$ cat src/rtl/fetch_unit_pkg.sv
// Shared constants for the fetch stage and decode: bus widths, reset PC and opcodes.
// Opcodes sit in the top byte of each instruction word.
package fetch_unit_pkg;

   localparam int          DEF_BITS_DATA = 32;
   localparam int          DEF_BITS_ADDR = 16;
   localparam logic [15:0] DEF_RESET_PC  = 16'h0000;
   localparam int          DEF_DEPTH     = 4;

   localparam logic [7:0] OPD_NOP = 8'h00;
   localparam logic [7:0] OPD_LD  = 8'h09;
   localparam logic [7:0] OPD_STR = 8'h0B;
   localparam logic [7:0] OPD_ADD = 8'hA6;
   localparam logic [7:0] OPD_SUB = 8'hB2;
   localparam logic [7:0] OPD_MUL = 8'hB8;
   localparam logic [7:0] OPD_JMP = 8'hD1;
   localparam logic [7:0] OPD_JZ  = 8'hF1;

   typedef enum logic [7:0] {
      OP_NOP = 8'h00,
      OP_LD  = 8'h09,
      OP_STR = 8'h0B,
      OP_ADD = 8'hA6,
      OP_SUB = 8'hB2,
      OP_MUL = 8'hB8,
      OP_JMP = 8'hD1,
      OP_JZ  = 8'hF1
   } opcode_e;

   typedef struct packed {
      logic [DEF_BITS_ADDR-1:0] pc;
      logic [DEF_BITS_DATA-1:0] word;
   } fetch_entry_t;

   function automatic logic [7:0] opcode_of(input logic [DEF_BITS_DATA-1:0] word);
      return word[DEF_BITS_DATA-1 -: 8];
   endfunction

   function automatic logic is_branch(input logic [DEF_BITS_DATA-1:0] word);
      return (opcode_of(word) == OPD_JMP) || (opcode_of(word) == OPD_JZ);
   endfunction

endpackage

$ cat src/rtl/fetch_queue.sv
// Prefetch FIFO of {pc, word} pairs with wrapping pointers and a flush that
// overrides any push or pop in the same cycle.
module fetch_queue
   import fetch_unit_pkg::*;
#(
   parameter int DEPTH     = DEF_DEPTH,
   parameter int BITS_DATA = DEF_BITS_DATA,
   parameter int BITS_ADDR = DEF_BITS_ADDR
) (
   input  logic                 clk,
   input  logic                 reset_n,
   input  logic                 flush_i,
   input  logic                 push_i,
   input  logic [BITS_ADDR-1:0] push_pc_i,
   input  logic [BITS_DATA-1:0] push_word_i,
   input  logic                 pop_i,
   output logic                 head_valid_o,
   output logic [BITS_ADDR-1:0] head_pc_o,
   output logic [BITS_DATA-1:0] head_word_o,
   output logic                 full_o
);

   localparam int             PTR_W    = $clog2(DEPTH);
   localparam logic [PTR_W:0] FULL_CNT = (PTR_W+1)'(DEPTH);

   logic [PTR_W-1:0]     head_q, head_d;
   logic [PTR_W-1:0]     tail_q, tail_d;
   logic [PTR_W:0]       count_q, count_d;
   logic [BITS_ADDR-1:0] pc_mem_q   [DEPTH];
   logic [BITS_DATA-1:0] word_mem_q [DEPTH];
   logic                 push_ok;
   logic                 pop_ok;

   // Full is judged on the registered count, so a pop cannot make room for a same-cycle push.
   assign full_o       = (count_q == FULL_CNT);
   assign head_valid_o = (count_q != '0);
   assign push_ok      = push_i && !full_o && !flush_i;
   assign pop_ok       = pop_i && head_valid_o && !flush_i;
   assign head_pc_o    = pc_mem_q[head_q];
   assign head_word_o  = word_mem_q[head_q];

   always_comb begin
      head_d  = head_q;
      tail_d  = tail_q;
      count_d = count_q;
      if (flush_i) begin
         head_d  = '0;
         tail_d  = '0;
         count_d = '0;
      end else begin
         if (push_ok) tail_d = tail_q + 1'b1;
         if (pop_ok)  head_d = head_q + 1'b1;
         case ({push_ok, pop_ok})
            2'b10:   count_d = count_q + 1'b1;
            2'b01:   count_d = count_q - 1'b1;
            default: count_d = count_q;
         endcase
      end
   end

   always_ff @(posedge clk or negedge reset_n) begin
      if (!reset_n) begin
         head_q  <= '0;
         tail_q  <= '0;
         count_q <= '0;
      end else begin
         head_q  <= head_d;
         tail_q  <= tail_d;
         count_q <= count_d;
      end
   end

   always_ff @(posedge clk) begin
      if (push_ok) begin
         pc_mem_q[tail_q]   <= push_pc_i;
         word_mem_q[tail_q] <= push_word_i;
      end
   end

endmodule

$ cat src/rtl/fetch_unit.sv
// Instruction fetch stage: owns the single memory port, prefetches sequential words
// into a small queue, yields the port to execute data accesses, and handles redirects.
module fetch_unit
   import fetch_unit_pkg::*;
#(
   parameter int                   BITS_DATA = DEF_BITS_DATA,
   parameter int                   BITS_ADDR = DEF_BITS_ADDR,
   parameter int                   DEPTH     = DEF_DEPTH,
   parameter logic [BITS_ADDR-1:0] RESET_PC  = BITS_ADDR'(DEF_RESET_PC)
) (
   input  logic                 clk,
   input  logic                 reset_n,
   output logic [BITS_ADDR-1:0] mem_address,
   output logic [BITS_DATA-1:0] mem_data_in,
   output logic                 mem_write,
   input  logic [BITS_DATA-1:0] mem_data_out,
   output logic                 inst_valid,
   output logic [BITS_DATA-1:0] inst_data,
   output logic [BITS_ADDR-1:0] inst_pc,
   input  logic                 inst_ready,
   input  logic                 redirect_valid,
   input  logic [BITS_ADDR-1:0] redirect_pc,
   input  logic                 dreq,
   input  logic                 dwrite,
   input  logic [BITS_ADDR-1:0] daddr,
   input  logic [BITS_DATA-1:0] dwdata,
   output logic [BITS_DATA-1:0] drdata,
   output logic                 fetch_stall
);

   logic [BITS_ADDR-1:0] pc_q, pc_d;
   logic                 queue_full;
   logic                 fetch_go;

   // Execute owns the port whenever it asks; fetch only ever reads.
   always_comb begin
      if (dreq) begin
         mem_address = daddr;
         mem_data_in = dwdata;
         mem_write   = dwrite;
      end else begin
         mem_address = pc_q;
         mem_data_in = '0;
         mem_write   = 1'b0;
      end
   end

   assign drdata      = mem_data_out;
   assign fetch_go    = !dreq && !redirect_valid && !queue_full;
   assign fetch_stall = reset_n && (dreq || queue_full);

   always_comb begin
      pc_d = pc_q;
      if (redirect_valid)
         pc_d = redirect_pc;
      else if (fetch_go)
         pc_d = pc_q + 1'b1;
   end

   always_ff @(posedge clk or negedge reset_n) begin
      if (!reset_n)
         pc_q <= RESET_PC;
      else
         pc_q <= pc_d;
   end

   fetch_queue #(
      .DEPTH     (DEPTH),
      .BITS_DATA (BITS_DATA),
      .BITS_ADDR (BITS_ADDR)
   ) u_queue (
      .clk          (clk),
      .reset_n      (reset_n),
      .flush_i      (redirect_valid),
      .push_i       (fetch_go),
      .push_pc_i    (pc_q),
      .push_word_i  (mem_data_out),
      .pop_i        (inst_ready),
      .head_valid_o (inst_valid),
      .head_pc_o    (inst_pc),
      .head_word_o  (inst_data),
      .full_o       (queue_full)
   );

endmodule

$ cat config.mk
export PLATFORM = sky130hd
export DESIGN_NAME = fetch_unit
export DESIGN_NICKNAME = d
export VERILOG_FILES = /design/src/rtl/fetch_unit_pkg.sv /design/src/rtl/fetch_queue.sv /design/src/rtl/fetch_unit.sv
export SDC_FILE = /design/constraint.sdc
export NUM_CORES = 1
export LEC_CHECK = 0
export BUFFER_PORTS_ARGS = -buffer_cell sky130_fd_sc_hd__buf_2
export CAP_MARGIN = 20
export CELL_PAD_IN_SITES_DETAIL_PLACEMENT = 1
export CELL_PAD_IN_SITES_GLOBAL_PLACEMENT = 1
export CORE_MARGIN = 10
export CORE_UTILIZATION = 35
export CTS_CLUSTER_SIZE = 24
export DETAILED_ROUTE_END_ITERATION = 12
export PLACE_DENSITY_LB_ADDON = 0.08
export SLEW_MARGIN = 20
export SYNTH_ARGS = -nofsm -noshare
export SYNTH_HDL_FRONTEND = slang
export SYNTH_SLANG_ARGS = --single-unit
$ cat constraint.sdc
create_clock -name clk -period 3.9 [get_ports clk]
set_clock_uncertainty 0.1 [all_clocks]
set_input_delay 0.78 -clock clk [delete_from_list [all_inputs] [get_ports clk]]
set_output_delay 0.78 -clock clk [all_outputs]
set_load 0.005 [all_outputs]
* Yosys cells after proc, flatten, opt, wreduce, memory -nomap -nowiden
Memory sizes are Yosys's and may differ from the RTL's.
Index checks and enable logic that the tools add are counted.
** Word-level totals
- Word-level logic and storage cells :: 43
- Register bits :: 23
- RAM bits :: 192
- Memories :: 2
- Input bits :: 102
- Output and inout port bits :: 131
** Operators by class
- $add $sub $neg :: 5
- Mux-type cells :: 13
- Equal/unequal tests :: 3
- Reduce and logical (&&, ||, !) cells :: 16
** Memories
- u_queue.word_mem_q :: depth 4, bits a word 32, rd ports 1, clocked after Yosys merged registers in 0, write ports 1, RTL line fetch_queue.sv:30 : logic [BITS_DATA-1:0] word_mem_q [DEPTH];
- u_queue.pc_mem_q :: depth 4, bits a word 16, rd ports 1, clocked after Yosys merged registers in 0, write ports 1, RTL line fetch_queue.sv:29 : logic [BITS_ADDR-1:0] pc_mem_q [DEPTH];
** Operators with widths (count)
- 16-bit two-way mux :: 3
- 32-bit two-way mux :: 1
- 16-bit by 1-bit adder with 16-bit output, second input constant :: 1
- 2-bit two-way mux :: 4
- 1-bit logical AND :: 7
- 3-bit one-hot mux with 2 select lines :: 1
- 2-bit nonzero test :: 3
- 3-bit nonzero test :: 2
- 2-bit by 1-bit adder with 2-bit output, second input constant :: 2
- 3-bit by 1-bit adder with 3-bit output, second input constant :: 1
- 3-bit == test, second input constant :: 1
- 1-bit logical NOT :: 3
- 1-bit two-way mux :: 3
- 3-bit two-way mux :: 1
- 3-bit by 1-bit subtractor with 3-bit output, second input constant :: 1
- 2-bit by 1-bit == test with 1-bit output, second input constant :: 1
- 2-bit == test, second input constant :: 1
- 1-bit logical OR :: 1

* Logic depth before layout (Yosys ltp)
Gate-level depths: netlist (run 1).
- Word-level depth :: 8
- Gate-level depth with buffers :: 8
- Depth with buffers taken out :: 7

* Hierarchy
A second synthesis (run 1) with hierarchy kept.
** Second synthesis, totals
- Cells, all modules :: 511
- Area, all modules :: 9193.8 µm²
** By module, submodules not included
- fetch_queue :: times used 1, area each 7606.0 µm², sequential area each 5940.7 µm², cells each 318
- fetch_unit :: times used 1, area each 1587.8 µm², sequential area each 400.4 µm², cells each 193

* Least setup slack after synthesis (run 1)
No wires, ideal clock.
- Path type :: input-to-reg
- Start point :: input port redirect_valid
- End point :: memory u_queue.pc_mem_q[0][0] (netlist bit) (enable)
- Buffers on the path :: 2
- Required time :: 3.390 ns
- Library setup time :: 0.410 ns
- Stages on the path :: 4
- Arrival :: 2.623 ns
- Slack :: 0.767 ns
- Cell sequence :: clkbuf_1 -> buf_1 -> nor3_1 -> and2_1
** Between the ends
- Cells in the longest elaborated chain, start to end :: 7
** Ends and longest elaborated chain
- start, declared :: RTL line fetch_unit.sv:21 : input logic redirect_valid,
- 1-bit logical NOT (*) :: RTL line fetch_queue.sv:37, fetch_unit.sv:49
- 1-bit logical AND (2 in a row) :: RTL line fetch_unit.sv:49 : assign fetch_go = !dreq && !redirect_valid && !queue_full;
- 1-bit logical AND :: RTL line fetch_queue.sv:37 : assign push_ok = push_i && !full_o && !flush_i;
- 1-bit logical AND (*) :: RTL line fetch_queue.sv:37
- 1-bit two-way mux (*) :: RTL line fetch_queue.sv:74 : if (push_ok) begin
- 1-bit two-way mux (not written as such) (*) :: RTL line fetch_queue.sv:75 : pc_mem_q[tail_q] <= push_pc_i;
- end, declared :: RTL line fetch_queue.sv:29
Mark *: on every way between the ends. The rest lies on a longest branch, timed or not.

* Worst setup path in the final report (run 1)
- Start point :: register u_queue.head_q[0]
- End point :: output port inst_pc[1]
** Between the ends
- Cells in the longest elaborated chain, start to end :: 1
** Ends and longest elaborated chain
- start, declared :: RTL line fetch_queue.sv:26 : logic [PTR_W-1:0] head_q, head_d;
- start signal, assigned :: RTL line fetch_queue.sv:63 : head_q <= '0;
- start signal, assigned :: RTL line fetch_queue.sv:67 : head_q <= head_d;
- memory read 4 x 16 bit
- end, declared :: RTL line fetch_unit.sv:19 : output logic [BITS_ADDR-1:0] inst_pc,
Every way passes these cells.

==> reports/results.ini, run 1 <==
[die]
core-area_sq_mm=0.02518
start_util_pct=35.59
die_y_microns=180.0
dieArea_sq_mm=0.03240
io_pins=233
row_count=58
dieWidth_microns=180.0

[worst_setup_path]
critical-path-top-delay-family=flip-flops
crit_type=reg -> out
cp_slowest_cell=dfrtp_4
start_kind=flop
cp.required_ns=3.02
critPathArrivalTime_ns=2.37
crit_path_end_kind=primary output
cp_num_buf_inv=2
worst-path-max-fanout=24
max_stage_delay_ns=0.76
path_cells=buf_4, mux4_2, buf_2

[finish]
area_growth_pct=22.97
post_route_cells_drive_above_1_share_pct=47.44
antenna_cells=0
fin_nets=815
fill_cells=2503

[placement]
gp_congestion=0.7612
port_buffers=232
hpwl_mm=15.04
dp_worst_setup_slack_ns=0.8201

[logic_synthesis]
synth_edf_count=192
netlist_area_sq_mm=0.008961
synthFlopType=edfxtp_1
ys_seq_area_share_pct=70.76
synth_nets=604
netlist_instances=496
avgSynthCellArea_sq_um=18.07
synth_warnings=0
synthArstFlopShare_pct=10.70
yosys.cell_types.count=41
synth_seq_cells=215

[routing]
drc=0
drtIter0Drc=207
first_pass_iters=4
drt-vias-per-instance=4.833
routed_wl_mm=22.21
antenna_left=0
avgRoutedWirePerCell_microns=21.10
num_vias=5089

[timing]
drv_slew=0
fmax_mhz=307.9
hold_viol_final=0
post-route-period-util_pct=83.27
rsz0062_at_grt=false
slew_headroom_pct=33.90
report.final.setup_viol=0
finalCriticalPeriod_ns=3.247
layout_setup_ws_ns=0.6525
worstMarginPinSlew_ns=0.9915
totalNegativeSetupSlack_ns=0

[global_route]
grt_pass1_vias=5940
grt_max_degree=61
antenna_found_initial=0
grt_remaining_overflow=0
grt_pass1_wl_mm=34.65
grtUsageTotal_pct=13.34

[run]
max_cap_viol_count=0

[clocking]
cts_resized=0
clk_pin_slew_worst_paths_ns=0.06
numCtsBuffers=23
cts_setup_buffers=0
cts.htree.levels=1
cts.sinks=215
hold_buffers=0
clock_latency_ns=0.49
cts_root_buf=clkbuf_16
cts_tree=built
cts_buffer_depth=3

[power_and_ir_drop]
powerDensity_mw_per_mm2=556.6
p_leak_nw=4.036
peakVddDrop_mv=0.3204

[hold_path]
hold_class=in -> async

[status]
outcome=complete, no violations

metrics by stage:
step / hold slack (ns) / total power, mW / util (%) / area [sq um] / cells
2_1_floorplan: 0.3760 / 3.672 / - / 8961 / 496
3_3_place_gp: 0.4660 / 4.257 / 41.05 / 10340 / 1012
3_5_place_dp: 0.4794 / 4.279 / 41.05 / 10340 / 1012
4_1_cts: 0.1949 / 6.269 / 43.76 / 11020 / 1053
5_1_grt: 0.2270 / 6.476 / 43.76 / 11020 / 1053
6_report: 0.1944 / 6.133 / 43.76 / 11020 / 1053
where the power goes:
group | internal, mW | switching, mW | total [mW]
Clock | 1.14 | 0.820 | 1.96
Sequential | 2.70 | 0.189 | 2.89
Combinational | 0.694 | 0.585 | 1.28
Total | 4.54 | 1.59 | 6.13
worst reg2reg max path, cell delays in order, from the launching register on:
cell and delay (ns):
dfrtp_1 0.47, o31ai_1 0.46, nor3_1 0.13, fa_1 0.44
nor2_1 0.15, or4b_1 0.44, o311ai_1 0.09
synth_stat cells, types with 5 or more instances:
library cell  instances  share of area (%)
nand2_1              25                1.0
mux4_2               48                 12
edfxtp_1            192                 64
nor3_1                5               0.28
nor4_1                6               0.42
and2_1               37                2.6
o21ai_0              18                1.0
buf_4                33                2.8
nor2_1                9               0.38
buf_2                 6               0.34
dfrtp_1              23                6.4
clkbuf_1             13               0.54
mux2_2               14                1.8
inv_1                 6               0.25
mux2i_1               5               0.56
ha_1                  5               0.70
xnor2_1              14                1.4
kinds of logic after synthesis:
family,after synthesis,share of synthesized area [%]
adder cells (fa/ha/maj),6,0.9215
multiplexers,67,14.38
XOR/XNOR,15,1.466
AO/OA/AOI/OAI,27,1.773
flip-flops,215,70.76
AND/OR/NAND/NOR,105,6.674
buffers and inverters,61,4.021
routing by layer:
layer	vias up	global-route usage [%]	wire length (microns)
met5	-	0	0
met4	0	2.395	215
met3	17	4.297	1748
met2	195	22.49	10700
met1	2552	16.63	9546
li1	2325	-	-
worst paths after layout:
path	from	endpoint	slack, ns	cells past startpoint
max reg2reg	u_queue.count_q[1]$_DFFE_PN0P_	u_queue.count_q[2]$_DFFE_PN0P_	1.52	6
max in group asynchronous	reset_n	u_queue.head_q[0]$_DFFE_PN0P_	3.06	1
min reg2reg	pc_q[15]$_DFFE_PN0P_	u_queue.pc_mem_q[2][15]$_DFFE_PP_	0.49	0
min in group clk	redirect_pc[10]	pc_q[10]$_DFFE_PN0P_	0.40	3
min	reset_n	pc_q[7]$_DFFE_PN0P_	0.19	1
max	u_queue.head_q[0]$_DFFE_PN0P_	inst_pc[1]	0.65	3
cell type report:
| class | instances | area, sq um | share of cell area, % |
|---|---|---|---|
| sequential | 215 | 6346 | 57.59 |
| multi-input combinational | 220 | 2265 | 20.55 |
| timing repair buffer | 241 | 1291 | 11.72 |
| clock buffer | 34 | 646.9 | 5.870 |
| tap | 330 | 412.9 | 3.747 |
| clock inverter | 7 | 35.03 | 0.3179 |
| inverter | 6 | 22.52 | 0.2044 |
registers in the layout, summed over array words and instances (netlist names):
register / cells
u_queue.head_q: 2
u_queue.tail_q: 2
u_queue.word_mem_q: 128
u_queue.pc_mem_q: 64
u_queue.count_q: 3
pc_q: 16
layout by cell type, fill, tap and decap left out, types with 2 or more instances in the layout:
cell and n:
a31oi_1 2, and2_1 33, and2_2 4, buf_12 5
buf_2 232, buf_4 4, clkbuf_1 8, clkbuf_16 23
clkbuf_8 3, clkinv_1 3, clkinv_2 3, dfrtp_1 21
edfxtp_1 192, ha_1 5, inv_1 6, mux2_2 14
mux2i_1 5, mux4_2 48, nand2_1 25, nand3_1 4
nand4_1 3, nor2_1 9, nor2b_1 4, nor3_1 5
nor3b_1 2, nor4_1 6, nor4b_1 2, o21ai_0 18
xnor2_1 14
No activity file was read; power rests on OpenSTA's default activity.
==> run 2: changes to the inputs <==
ABC_AREA = 1   (was not set)
clock period = 3.1 ns   (was 3.9 ns; I/O delays follow)
==> reports/results.ini, run 2 <==
[clocking]
cts.htree.levels=1  ; unchanged
cts_tree=built
clk_pin_slew_worst_paths_ns=0.05  ; about the same
cts_buffer_depth=3  ; unchanged
cts_root_buf=clkbuf_16
cts_resized=0  ; unchanged
numCtsBuffers=24  ; +4.3%
cts.sinks=215  ; unchanged
clock_latency_ns=0.51  ; +0.02 ns
cts_setup_buffers=0  ; unchanged
hold_buffers=0  ; unchanged

[worst_setup_path]
cp-startpoint=u_queue.head_q[0]$_DFFE_PN0P_
cp_num_buf_inv=3  ; +1
reg2reg_to=u_queue.count_q[2]$_DFFE_PN0P_
r2r_slack_ns=1.09  ; -0.43 ns
path_cells=inv_2, buf_4, o21ai_0, o22ai_1, buf_2
cp_slowest_cell=dfrtp_4
critPathArrivalTime_ns=2.18  ; -0.19 ns
start_kind=flop
critical-path-top-delay-family=buffers and inverters
crit_path_end=inst_pc[1]
cp.required_ns=2.38  ; -0.64 ns
crit_path_end_kind=primary output
reg2reg_from=u_queue.count_q[0]$_DFFE_PN0P_
max_stage_delay_ns=0.49  ; -0.27 ns
crit_type=reg -> out
cp.depth=5  ; +2
worst-path-max-fanout=25  ; +4.2%
ff2ff_path_depth=11  ; +5

[routing]
drtIter0Drc=233  ; +13%
drt-vias-per-instance=4.820  ; -0.26%
first_pass_iters=5  ; +1
routed_wl_mm=25.53  ; +15%
num_vias=6628  ; +30%
drc=0  ; unchanged
antenna_left=0  ; unchanged
avgRoutedWirePerCell_microns=18.57  ; -12%

[power_and_ir_drop]
power_switching_mw=1.694  ; +6.3%
comb_power_share_pct=12.0  ; -8.9 points
power_frac_seq_pct=49.3  ; +2.2 points
p_clk_share_pct=38.7  ; +6.7 points
cellInternalPower_mw=5.205  ; +15%
p_leak_nw=4.743  ; +18%
powerDensity_mw_per_mm2=601.8  ; +8.1%
peakVddDrop_mv=0.3933  ; +23%
netSwitchingFraction_pct=24.55  ; -1.4 points

[logic_synthesis]
netlist_instances=825  ; +66%
synth_most_common_cell=edfxtp_1
synth_top_cell_area_share_pct=61.55  ; -2.8 points
avgSynthCellArea_sq_um=11.35  ; -37%
synth_common_cells=edfxtp_1 (192), nor2_1 (116), nand2_1 (113), o21ai_0 (110), inv_1 (60)
yosysTopAreaCell=edfxtp_1
yosys.cell_types.count=34  ; -17%
synth_edf_count=192  ; unchanged
synth_nets=933  ; +54%
netlist_area_sq_mm=0.009366  ; +4.5%
synth_seq_cells=215  ; unchanged
ys_top_cells_by_area=edfxtp_1 (62%), dfrtp_1 (6.1%), o21ai_0 (5.9%)
synthArstFlopShare_pct=10.70  ; unchanged
synthFlopType=edfxtp_1
ys_seq_area_share_pct=67.70  ; -3.1 points
synth_warnings=0  ; unchanged

[run]
max_cap_viol_count=0  ; unchanged

[timing]
rsz0062_at_grt=false
worstMarginPinSlew_ns=0.5910  ; -0.4005 ns
finalCriticalPeriod_ns=2.902
hold_viol_final=0  ; unchanged
fmax_mhz=344.6
totalNegativeSetupSlack_ns=0  ; unchanged
hold_slack_ns=0.05524  ; -0.1392 ns
post-route-period-util_pct=93.62
slew_headroom_pct=60.60  ; +27 points
report.final.setup_viol=0  ; unchanged
drv_slew=0  ; unchanged

[finish]
antenna_cells=0  ; unchanged
top_regs=u_queue.word_mem_q: 128 flops, u_queue.pc_mem_q: 64 flops, pc_q: 16 flops
area_growth_pct=22.40
largest_register_ffs=128  ; unchanged
fill_cells=2908  ; +16%
regArea_sq_mm=0.006346  ; unchanged
multi_input_area_sq_mm=0.002347  ; +3.6%
largest_register=u_queue.word_mem_q
fin_nets=1131  ; +39%
mostFrequentLayoutCell=buf_2
post_route_cells_drive_above_1_share_pct=30.29  ; -17 points
layoutNonFillerInstCount=1375  ; +31%
most-common-layout-cells=buf_2 (232), edfxtp_1 (192), nand2_1 (113)

[global_route]
antenna_found_initial=0  ; unchanged
grt_max_degree=98  ; +61%
grt_pass1_vias=7263  ; +22%
grt_pass1_wl_mm=39.66  ; +14%
grtUsageTotal_pct=14.62  ; +1.3 points
grt_remaining_overflow=0  ; unchanged

[hold_path]
hold_class=in -> async

[placement]
hpwl_mm=16.81  ; +12%
port_buffers=232  ; unchanged
gp_congestion=0.7192  ; -5.5%
placed_cells_incl_taps=1332  ; +32%

[die]
dieArea_sq_mm=0.03371  ; +4.0%
io_pins=233  ; unchanged
row_count=59  ; +1.7%
core-area_sq_mm=0.02621  ; +4.1%
die_y_microns=183.6  ; +2.0%
start_util_pct=35.74  ; +0.16 points
dieWidth_microns=183.6  ; +2.0%

[status]
outcome=complete, no violations

==> run 2: cell types whose count changed in the layout (fill, tap and decap cells not counted), sizes merged, moves of 48 or more <==
cell / before / now
inv: 6 / 66
mux4: 48 / 0
nand2: 25 / 124
nor2: 10 / 124
o21ai: 18 / 126
o22ai: 0 / 49
==> run 2: worst register-to-register path, stage by stage (launching register included) <==
cell and delay [ns]:
dfrtp_1 0.47, nor2_4 0.07, nand2_4 0.11, nand2_8 0.14
nand2_4 0.10, nor2_4 0.04, fa_1 0.38, xnor2_1 0.18
o21bai_1 0.14, nand2_1 0.07, nand2_1 0.06, nand2_1 0.04
==> run 2: logic make-up (layout without fill, tap and decap cells) <==
group	after synthesis	after routing	synth area share [%]
and+or+nand+nor	266	266	12.20
DFF	215	215	67.70
AOI/OAI and AO/OA	191	191	11.19
buffers and inverters	142	357	7.561
adders and majority gates	6	6	0.8817
xor gates and xnor gates	5	5	0.4675
==> run 2: metrics by stage <==
step / power, mW / worst slack [ns] / instance area, sq um / util [%]
CTS: 7.020 / 0.1199 / 11460 / 43.75
global placement: 4.306 / 0.6337 / 10720 / 40.89
floorplan: 3.894 / -0.5828 / 9366 / -
global route: 7.241 / 0.03078 / 11460 / 43.75
detailed placement: 4.318 / 0.5916 / 10720 / 40.89
finish: 6.899 / 0.1979 / 11460 / 43.75
==> run 2: area by class of cell <==
cell class	count	area share, %
clock buffers	28	5.369
multi-input cells	468	20.47
clock inverters	15	1.168
repair buffers	247	11.76
flip-flops and latches	215	55.35
well taps	335	3.656
inverters	67	2.215
==> run 2: worst min-delay path by stage <==
| stage | from | endpoint | slack, ns | cells past startpoint |
|---|---|---|---|---|
| 2_1_floorplan | reset_n | pc_q[0]$_DFFE_PN0P_ | 0.22 | 0 |
| 5_1_grt | reset_n | pc_q[8]$_DFFE_PN0P_ | 0.07 | 2 |
| 6_report | reset_n | u_queue.count_q[2]$_DFFE_PN0P_ | 0.06 | 2 |
| 3_3_place_gp | pc_q[15]$_DFFE_PN0P_ | u_queue.pc_mem_q[2][15]$_DFFE_PP_ | 0.48 | 0 |
| 4_1_cts | reset_n | pc_q[12]$_DFFE_PN0P_ | 0.06 | 2 |
| 3_5_place_dp | pc_q[15]$_DFFE_PN0P_ | u_queue.pc_mem_q[3][15]$_DFFE_PP_ | 0.48 | 0 |
==> run 2: routing by layer <==
layer | wire length [microns] | share of wire (%) | track usage [%]
met3 | 2117 | 8.3 | 4.802
met4 | 312 | 1.2 | 2.721
met2 | 11930 | 47 | 24.77
met5 | 0 | 0 | 0
met1 | 11170 | 44 | 17.94
==> run 2: power by group through the flow <==
| stage | sequential [mW] | combinational (mW) | clock [mW] |
|---|---|---|---|
| after floorplan | 3.43 | 0.462 | 0 |
| after global placement | 3.46 | 0.847 | 0 |
| after detailed placement | 3.46 | 0.856 | 0 |
| after CTS | 3.40 | 0.859 | 2.76 |
| after global routing | 3.42 | 0.946 | 2.88 |
| final | 3.40 | 0.830 | 2.67 |
